[config.mk]
export PLATFORM = sky130hd
export DESIGN_NAME = image_frame_ctrl
export DESIGN_NICKNAME = d
export VERILOG_FILES = /design/src/rtl/image_frame_ctrl.sv
export SDC_FILE = /design/constraint.sdc
export NUM_CORES = 1
export LEC_CHECK = 0
export CAP_MARGIN = 25
export CORE_ASPECT_RATIO = 1.75
export CORE_MARGIN = 2
export CORE_UTILIZATION = 48
export DETAILED_ROUTE_END_ITERATION = 8
export GPL_ROUTABILITY_DRIVEN = 1
export HOLD_SLACK_MARGIN = 0.06
export PLACE_DENSITY_LB_ADDON = 0.1
export SLEW_MARGIN = 10
export SYNTH_ARGS = -nofsm -noshare
export SYNTH_HDL_FRONTEND = slang
export SYNTH_SLANG_ARGS = --single-unit
export TNS_END_PERCENT = 10
[constraint.sdc]
create_clock -name HCLK -period 3 [get_ports HCLK]
set_input_delay 0.3 -clock HCLK [delete_from_list [all_inputs] [get_ports HCLK]]
set_output_delay 0.3 -clock HCLK [all_outputs]
set_load 0.1 [all_outputs]
[src/rtl/image_frame_ctrl.sv]
// image_frame_ctrl: frame timing and sequencing engine for the pixel-stream pipeline.
// It issues one pixel strobe per ACTIVE cycle and tracks x/y coordinates.
// It inserts horizontal and vertical blanking, and runs NUM_FRAMES frames per start.
// Every output is registered. An output describes the action taken at the most recent clock edge.
//
// Ports:
//   HCLK, HRESETn  clock, synchronous active-low reset
//   start          run request (honoured only in IDLE)
//   mode_in        processing mode, latched into 'mode' on an accepted start
//   stall          backpressure, freezes the pixel stream while ACTIVE
//   abort          (FRAME_ABORT_EN only) returns a busy engine to IDLE
//   HSYNC          pixel (pix_x, pix_y) issued at the last edge
//   line_start     first pixel of a line
//   frame_start    first pixel of a frame
//   pix_x, pix_y   coordinates of the last issued pixel
//   frame_cnt      frames completed in this run
//   mode           mode latched at start
//   busy           run in progress (includes the DONE cycle)
//   done           one-cycle completion pulse
//
// Optional feature: define FRAME_ABORT_EN to add the 'abort' input.
module image_frame_ctrl #(
    parameter int unsigned IMG_W      = 768,
    parameter int unsigned IMG_H      = 512,
    parameter int unsigned H_BLANK    = 160,
    parameter int unsigned V_BLANK    = 2,
    parameter int unsigned NUM_FRAMES = 1,
    parameter int unsigned CNT_W      = 16
) (
    input  logic             HCLK,
    input  logic             HRESETn,
    input  logic             start,
    input  logic [1:0]       mode_in,
    input  logic             stall,
`ifdef FRAME_ABORT_EN
    input  logic             abort,
`endif
    output logic             HSYNC,
    output logic             line_start,
    output logic             frame_start,
    output logic [CNT_W-1:0] pix_x,
    output logic [CNT_W-1:0] pix_y,
    output logic [CNT_W-1:0] frame_cnt,
    output logic [1:0]       mode,
    output logic             busy,
    output logic             done
);

    localparam int unsigned BLANK_MAX = (H_BLANK > V_BLANK) ? H_BLANK : V_BLANK;
    localparam int unsigned BW        = (BLANK_MAX > 0) ? $clog2(BLANK_MAX + 1) : 1;
    localparam int unsigned HB_LAST   = (H_BLANK > 0) ? H_BLANK - 1 : 0;
    localparam int unsigned VB_LAST   = (V_BLANK > 0) ? V_BLANK - 1 : 0;

    typedef enum logic [2:0] {
        S_IDLE,
        S_ACTIVE,
        S_HBLANK,
        S_VBLANK,
        S_DONE
    } state_t;

    state_t           state_q;
    logic [CNT_W-1:0] x_q, y_q;
    logic [CNT_W-1:0] pix_x_q, pix_y_q, frame_cnt_q;
    logic [BW-1:0]    blank_q;
    logic [1:0]       mode_q;
    logic             hsync_q, line_start_q, frame_start_q, busy_q, done_q;
    logic             abort_c;
    logic [CNT_W-1:0] frame_inc_c;
    logic             last_after_inc_c;
    logic             last_now_c;

`ifdef FRAME_ABORT_EN
    assign abort_c = abort;
`else
    assign abort_c = 1'b0;
`endif

    // Run-complete tests: after the increment on the last pixel, and after vertical blanking.
    assign frame_inc_c      = frame_cnt_q + 1'b1;
    assign last_after_inc_c = (NUM_FRAMES != 0) && (frame_inc_c == CNT_W'(NUM_FRAMES));
    assign last_now_c       = (NUM_FRAMES != 0) && (frame_cnt_q == CNT_W'(NUM_FRAMES));

    // Sequencer: state, counters and registered outputs.
    always_ff @(posedge HCLK) begin
        if (!HRESETn) begin
            state_q       <= S_IDLE;
            x_q           <= '0;
            y_q           <= '0;
            pix_x_q       <= '0;
            pix_y_q       <= '0;
            frame_cnt_q   <= '0;
            blank_q       <= '0;
            mode_q        <= '0;
            hsync_q       <= 1'b0;
            line_start_q  <= 1'b0;
            frame_start_q <= 1'b0;
            busy_q        <= 1'b0;
            done_q        <= 1'b0;
        end else begin
            hsync_q       <= 1'b0;
            line_start_q  <= 1'b0;
            frame_start_q <= 1'b0;
            done_q        <= 1'b0;
            if (abort_c && (state_q != S_IDLE)) begin
                state_q <= S_IDLE;
                busy_q  <= 1'b0;
            end else begin
                case (state_q)
                    S_IDLE: begin
                        busy_q <= 1'b0;
                        if (start) begin
                            mode_q      <= mode_in;
                            x_q         <= '0;
                            y_q         <= '0;
                            pix_x_q     <= '0;
                            pix_y_q     <= '0;
                            frame_cnt_q <= '0;
                            busy_q      <= 1'b1;
                            state_q     <= S_ACTIVE;
                        end
                    end
                    S_ACTIVE: begin
                        if (!stall) begin
                            hsync_q       <= 1'b1;
                            line_start_q  <= (x_q == '0);
                            frame_start_q <= (x_q == '0) && (y_q == '0);
                            pix_x_q       <= x_q;
                            pix_y_q       <= y_q;
                            blank_q       <= '0;
                            if (x_q != CNT_W'(IMG_W - 1)) begin
                                x_q <= x_q + 1'b1;
                            end else begin
                                x_q <= '0;
                                if (y_q != CNT_W'(IMG_H - 1)) begin
                                    y_q <= y_q + 1'b1;
                                    if (H_BLANK > 0) state_q <= S_HBLANK;
                                end else begin
                                    y_q         <= '0;
                                    frame_cnt_q <= frame_inc_c;
                                    if (V_BLANK > 0)           state_q <= S_VBLANK;
                                    else if (last_after_inc_c) state_q <= S_DONE;
                                end
                            end
                        end
                    end
                    S_HBLANK: begin
                        if (blank_q == BW'(HB_LAST)) state_q <= S_ACTIVE;
                        else                         blank_q <= blank_q + 1'b1;
                    end
                    S_VBLANK: begin
                        if (blank_q == BW'(VB_LAST)) state_q <= last_now_c ? S_DONE : S_ACTIVE;
                        else                         blank_q <= blank_q + 1'b1;
                    end
                    S_DONE: begin
                        done_q  <= 1'b1;
                        state_q <= S_IDLE;
                    end
                    default: state_q <= S_IDLE;
                endcase
            end
        end
    end

    assign HSYNC       = hsync_q;
    assign line_start  = line_start_q;
    assign frame_start = frame_start_q;
    assign pix_x       = pix_x_q;
    assign pix_y       = pix_y_q;
    assign frame_cnt   = frame_cnt_q;
    assign mode        = mode_q;
    assign busy        = busy_q;
    assign done        = done_q;

endmodule

# == Yosys cells after proc, flatten, opt, wreduce, memory -nomap -nowiden ==
# Index checks and enable logic that the tools add are counted.
# Widths: inputs -> output; s select.
# op_classes
reduce_logical,14
eq_ne,17
add_sub_neg,4
mux,31
n_bitwise,2
# op_table
operator,n
$mux 16,11
$pmux 16 s2,5
$add 16x1->16 const B,3
$logic_not 16->1,2
$mux 8,3
$pmux 8 s3,1
$mux 3,6
$eq 16x1->1 const B,1
$ne 16x10->1 const B,1
$ne 16x9->1 const B,1
$ne 2x2->1 const B,8
$pmux 3 s4,1
$reduce_and 5->1,2
$add 8x1->8 const B,1
$eq 8x1->1 const B,1
$eq 8x8->1 const B,1
$reduce_and 4->1,2
$eq 3x2->1 const B,2
$mux 1,4
$reduce_and 2->1,2
$eq 3x1->1 const B,1
$eq 3x3->1 const B,1
$logic_not 3->1,1
$reduce_and 3->1,1
other kinds (5),6
# totals
ff_bits,98
output_inout_bits,55

# == Logic depth before layout (Yosys ltp) ==
# logic_depth
word_depth,5
depth_mapped,9

# == Least setup slack after synthesis ==
# Ideal clock, no wire load.
# synth_path
path_type,reg-to-reg
start,register frame_cnt_q[1] (netlist: frame_cnt[1])
end,register frame_cnt_q[12] (netlist: frame_cnt[12])
arrival_ps,2433
setup_time_ps,72
path_stages_with_launch,7
t_required_ps,2928
slack_ps,495
cell_sequence,dfxtp_1 -> ha_1 -> nand3_1 -> or4_1 -> nor2_1 -> a31oi_1 -> a21oi_1
# synth_via
elab_chain_len,5
# synth_lines
item,line_no,rtl
start: declaration,64,"logic [CNT_W-1:0] pix_x_q, pix_y_q, frame_cnt_q;"
start signal: assignment,140,frame_cnt_q <= frame_inc_c;
$add 16x1->16,80,assign frame_inc_c = frame_cnt_q + 1'b1;
$mux 16,135,if (y_q != CNT_W'(IMG_H - 1)) begin
$mux 16,131,if (x_q != CNT_W'(IMG_W - 1)) begin
$mux 16,124,if (!stall) begin
$pmux 16 s2,109,case (state_q)
# Every way passes these cells. The select of a mux whose other input is x is not followed.
# A chain may end at the register's enable or synchronous reset.

# == Worst setup path after layout ==
# layout_path
start,register y_q[12]
end,register frame_cnt_q[10] (netlist: frame_cnt[10])
# layout_via
elab_chain_len,3
# layout_lines
item,line_no,rtl
start: declaration,63,"logic [CNT_W-1:0] x_q, y_q;"
start signal: assignment,136,y_q <= y_q + 1'b1;
$ne 16x9->1,135,
$ne 2x2->1 (no source line),--,
$reduce_and 5->1 (no source line),--,
# Every way passes these cells.

==> run summary <==
The run finished with clean final reports. STA classifies the critical path startpoint as a flop. The flop and latch count out of synthesis came out at 98.

For this run, the post-layout net count is 643. The count of buffers inserted at the top-level ports came out at 60. The final critical path time including I/O delays and setup is between 2 and 2.5 ns. The worst pin sits at a relative slew slack of 0.343.

The maximum count of clock buffers along a single path is 2. Setup total negative slack on the finished layout was measured at 0 ns. The clock transition at the register clock pins on the worst setup and hold paths after CTS came out at 0.07 ns. The max-slew violation count is 0.

The length of the first detailed-routing pass in iterations came out at 4. The number of hold-repair buffers added at the cts stage is 0. Leaving out fill and tap cells, the most frequent cell in the layout is dfxtp_1. IR analysis of the VDD net gives a maximum drop of 367 uV. The core region is about 0.01 sq mm.

The number of rows created at floorplan is 48. The area growth from synthesis to layout is 19.4%. The width of the die is 79.0 um. The leakage power came out at 2.02 nW.

The count of cells resized by post-cts repair is 0. The last weighted congestion value of the routability-driven placer is 0.885. The count of unresolved DRC violations after routing is 0. Counting every net in the synthesized netlist gives 596.

Detailed placement finished with a half-perimeter wire length of 8.39 mm. The final hold violation count was 0. The number of levels in the clock H-tree came out at 3. The power density normalized to cell area is between 400 and 500 mW/mm^2. The total wire length is between 10 and 15 mm. Dividing the detail-routed wire length by the instance count gives 16.2 um. The area of the die is 0.0107 sq mm. Clock skew on the completed layout was measured at 0.0115 ns. The overall routing resource usage is 0.241.

The via density per instance came out at 5.85. The library cells used most frequently in the layout, excluding fill and tap cells, are dfxtp_1 (98), nand2_1 (80), a21oi_1 (58). Final hold analysis gives a worst-case slack of 0.455 ns. The vertical die dimension came out at 135 um. The clock buffer count from CTS is 9.

The insertion delay of the later-clocked pin in the worst-skew pair came out at ~0.34 ns. The maximum clock frequency came out at 420 MHz. The post-synth design cell area is 0.00473 sq mm.

Setup repair after global routing left no endpoint under its margin. Among all flip-flop cells after synthesis, the most frequent one is dfxtp_1. The clock tree from TritonCTS is built.

Yosys printed 0 warnings. The cell count after synthesis came out at between 500 and 600. The worst path required time came out at 3.20 ns. In this run, synthesis inferred 0 flip-flops with an integrated enable.

The actual transition at the worst max-transition pin came out at 0.982 ns. The final number of setup-violating endpoints came out at 0. The number of post-CTS setup repair buffers is 0. The root buffer cell chosen for the clock tree is clkbuf_16. The maximum fanout count along the critical path is 15. After synthesis, the share of flip-flops with an asynchronous set or reset is 0. Of the synthesized area, sequential elements account for 0.415. The number of antenna diodes in the final layout is 0. The global-route wire length before repair came out at between 20 and 25 mm.

The critical setup path kind is reg2reg. The overall via count from detail_route came out at approximately 4400. The sort of element at the end of the critical path is a flop. For this configuration, the core starts out at a cell density of 0.486. The post-synthesis area per instance is 8.12 sq um. In this run the worst hold path is classified as reg2reg. Once routing completed, OpenROAD measured the worst setup slack at 0.621 ns. The count of nets left with antenna violations once routing finished came out at 0. The first-iteration detailed-routing DRC count came out at 254. The largest net degree at the start of global routing is 55.

The remaining global-route overflow came out at 0. The worst setup slack before clock tree synthesis is about 0.56 ns. Of the available clock period, the critical path in the final layout requires 0.793. The via count of the first global-routing pass came to ~4300. The number of antenna violations at the first check in global routing was 0. The number of maximum-capacitance constraint violations is 0. For this design, the sink count on the clock tree is 98. In the final layout, the share of cells above drive strength 1 is 0.139.

Synthesis instantiated 65 different standard cells from the library. Data arrives at the worst endpoint at 2.58 ns. Pin placement for this block handled 61 I/O pins.
==> final timing paths <==
check | startpoint | endpoint | slack, ns | depth (start not counted)
hold / removal | pix_x[5]$_SDFFE_PN0P_ | pix_x[5]$_SDFFE_PN0P_ | 0.45 | 2
setup / recovery | y_q[12]$_SDFFE_PN0P_ | frame_cnt[10]$_SDFFE_PN0P_ | 0.62 | 6
setup reg to reg | y_q[12]$_SDFFE_PN0P_ | frame_cnt[10]$_SDFFE_PN0P_ | 0.62 | 6
hold reg to reg | pix_x[5]$_SDFFE_PN0P_ | pix_x[5]$_SDFFE_PN0P_ | 0.45 | 2
==> Yosys cell counts, types with 3 or more instances <==
cell type / instances / area share
dfxtp_1: 98 / 0.42
nand2_1: 80 / 0.064
a21oi_1: 58 / 0.061
nand3_1: 44 / 0.047
nor2_1: 40 / 0.032
clkbuf_1: 29 / 0.023
nand4_1: 23 / 0.030
a31oi_1: 20 / 0.026
inv_1: 17 / 0.013
xor2_1: 14 / 0.026
and3_1: 11 / 0.015
or3_1: 10 / 0.013
ha_1: 8 / 0.021
mux2i_1: 7 / 0.015
nor3_1: 7 / 0.0074
nor4b_1: 7 / 0.013
o22ai_1: 7 / 0.0093
and4_1: 6 / 0.011
nor4_1: 6 / 0.0079
o21ai_0: 6 / 0.0064
o21ai_1: 6 / 0.0064
nand2b_1: 5 / 0.0066
o21a_1: 5 / 0.0079
a211oi_1: 4 / 0.0064
buf_2: 4 / 0.0042
or2_2: 4 / 0.0053
a41oi_1: 3 / 0.0056
or4_1: 3 / 0.0048
==> critical path: stages, from the launching register on <==
cell and delay (ns):
dfxtp_1 0.36, or4_1 0.53, nor4_2 0.19, buf_4 0.19, nand2_1 0.15, o31ai_4 0.63
a31oi_1 0.18
==> sequential cells by signal, indices dropped and copies added (netlist names), 2 cells and up <==
register and cells:
x_q 16, frame_cnt 16, pix_y 16, y_q 16, state_q 3, mode 2, pix_x 16, blank_q 8
==> cells by family (layout without fill, tap and decap cells) <==
logic type / count (synthesis) / in the layout / synth area share
compound gates: 132 / 132 / 0.174
simple gates: 269 / 269 / 0.305
xor+xnor: 14 / 14 / 0.0259
mux: 7 / 7 / 0.0148
buf+inv: 54 / 106 / 0.0447
flops: 98 / 98 / 0.415
fa+ha+maj: 8 / 8 / 0.0212
==> power breakdown <==
part | internal [mW] | switching [mW]
registers | 1.31 | 0.00842
clock network | 0.674 | 0.495
logic | 0.0607 | 0.170
total | 2.04 | 0.674
==> per-stage QoR <==
stage	utilization	instances	area, sq um	power [mW]
3_5_place_dp	0.549	743	5340	1.58
5_1_grt	0.580	759	5640	2.82
3_3_place_gp	0.549	743	5340	1.58
2_1_floorplan	-	582	4730	1.51
6_report	0.580	759	5640	2.72
4_1_cts	0.580	759	5640	2.75
==> final cells by class <==
cell class	count	area [sq um]
Clock inverter	5	60.1
Clock buffer	11	243
Inverter	18	67.6
Multi-Input combinational cell	430	2560
Sequential cell	98	1960
Tap cell	125	156
Fill cell	921	4090
Timing Repair Buffer	72	591
==> metal layers <==
metal	global-route usage	vias up	part of all wire
met5	0	-	0
li1	-	2219	-
met2	0.406	108	0.51
met3	0.0413	19	0.040
met4	0.103	0	0.019
met1	0.299	2094	0.43
Power figures use the tool's default switching activity.
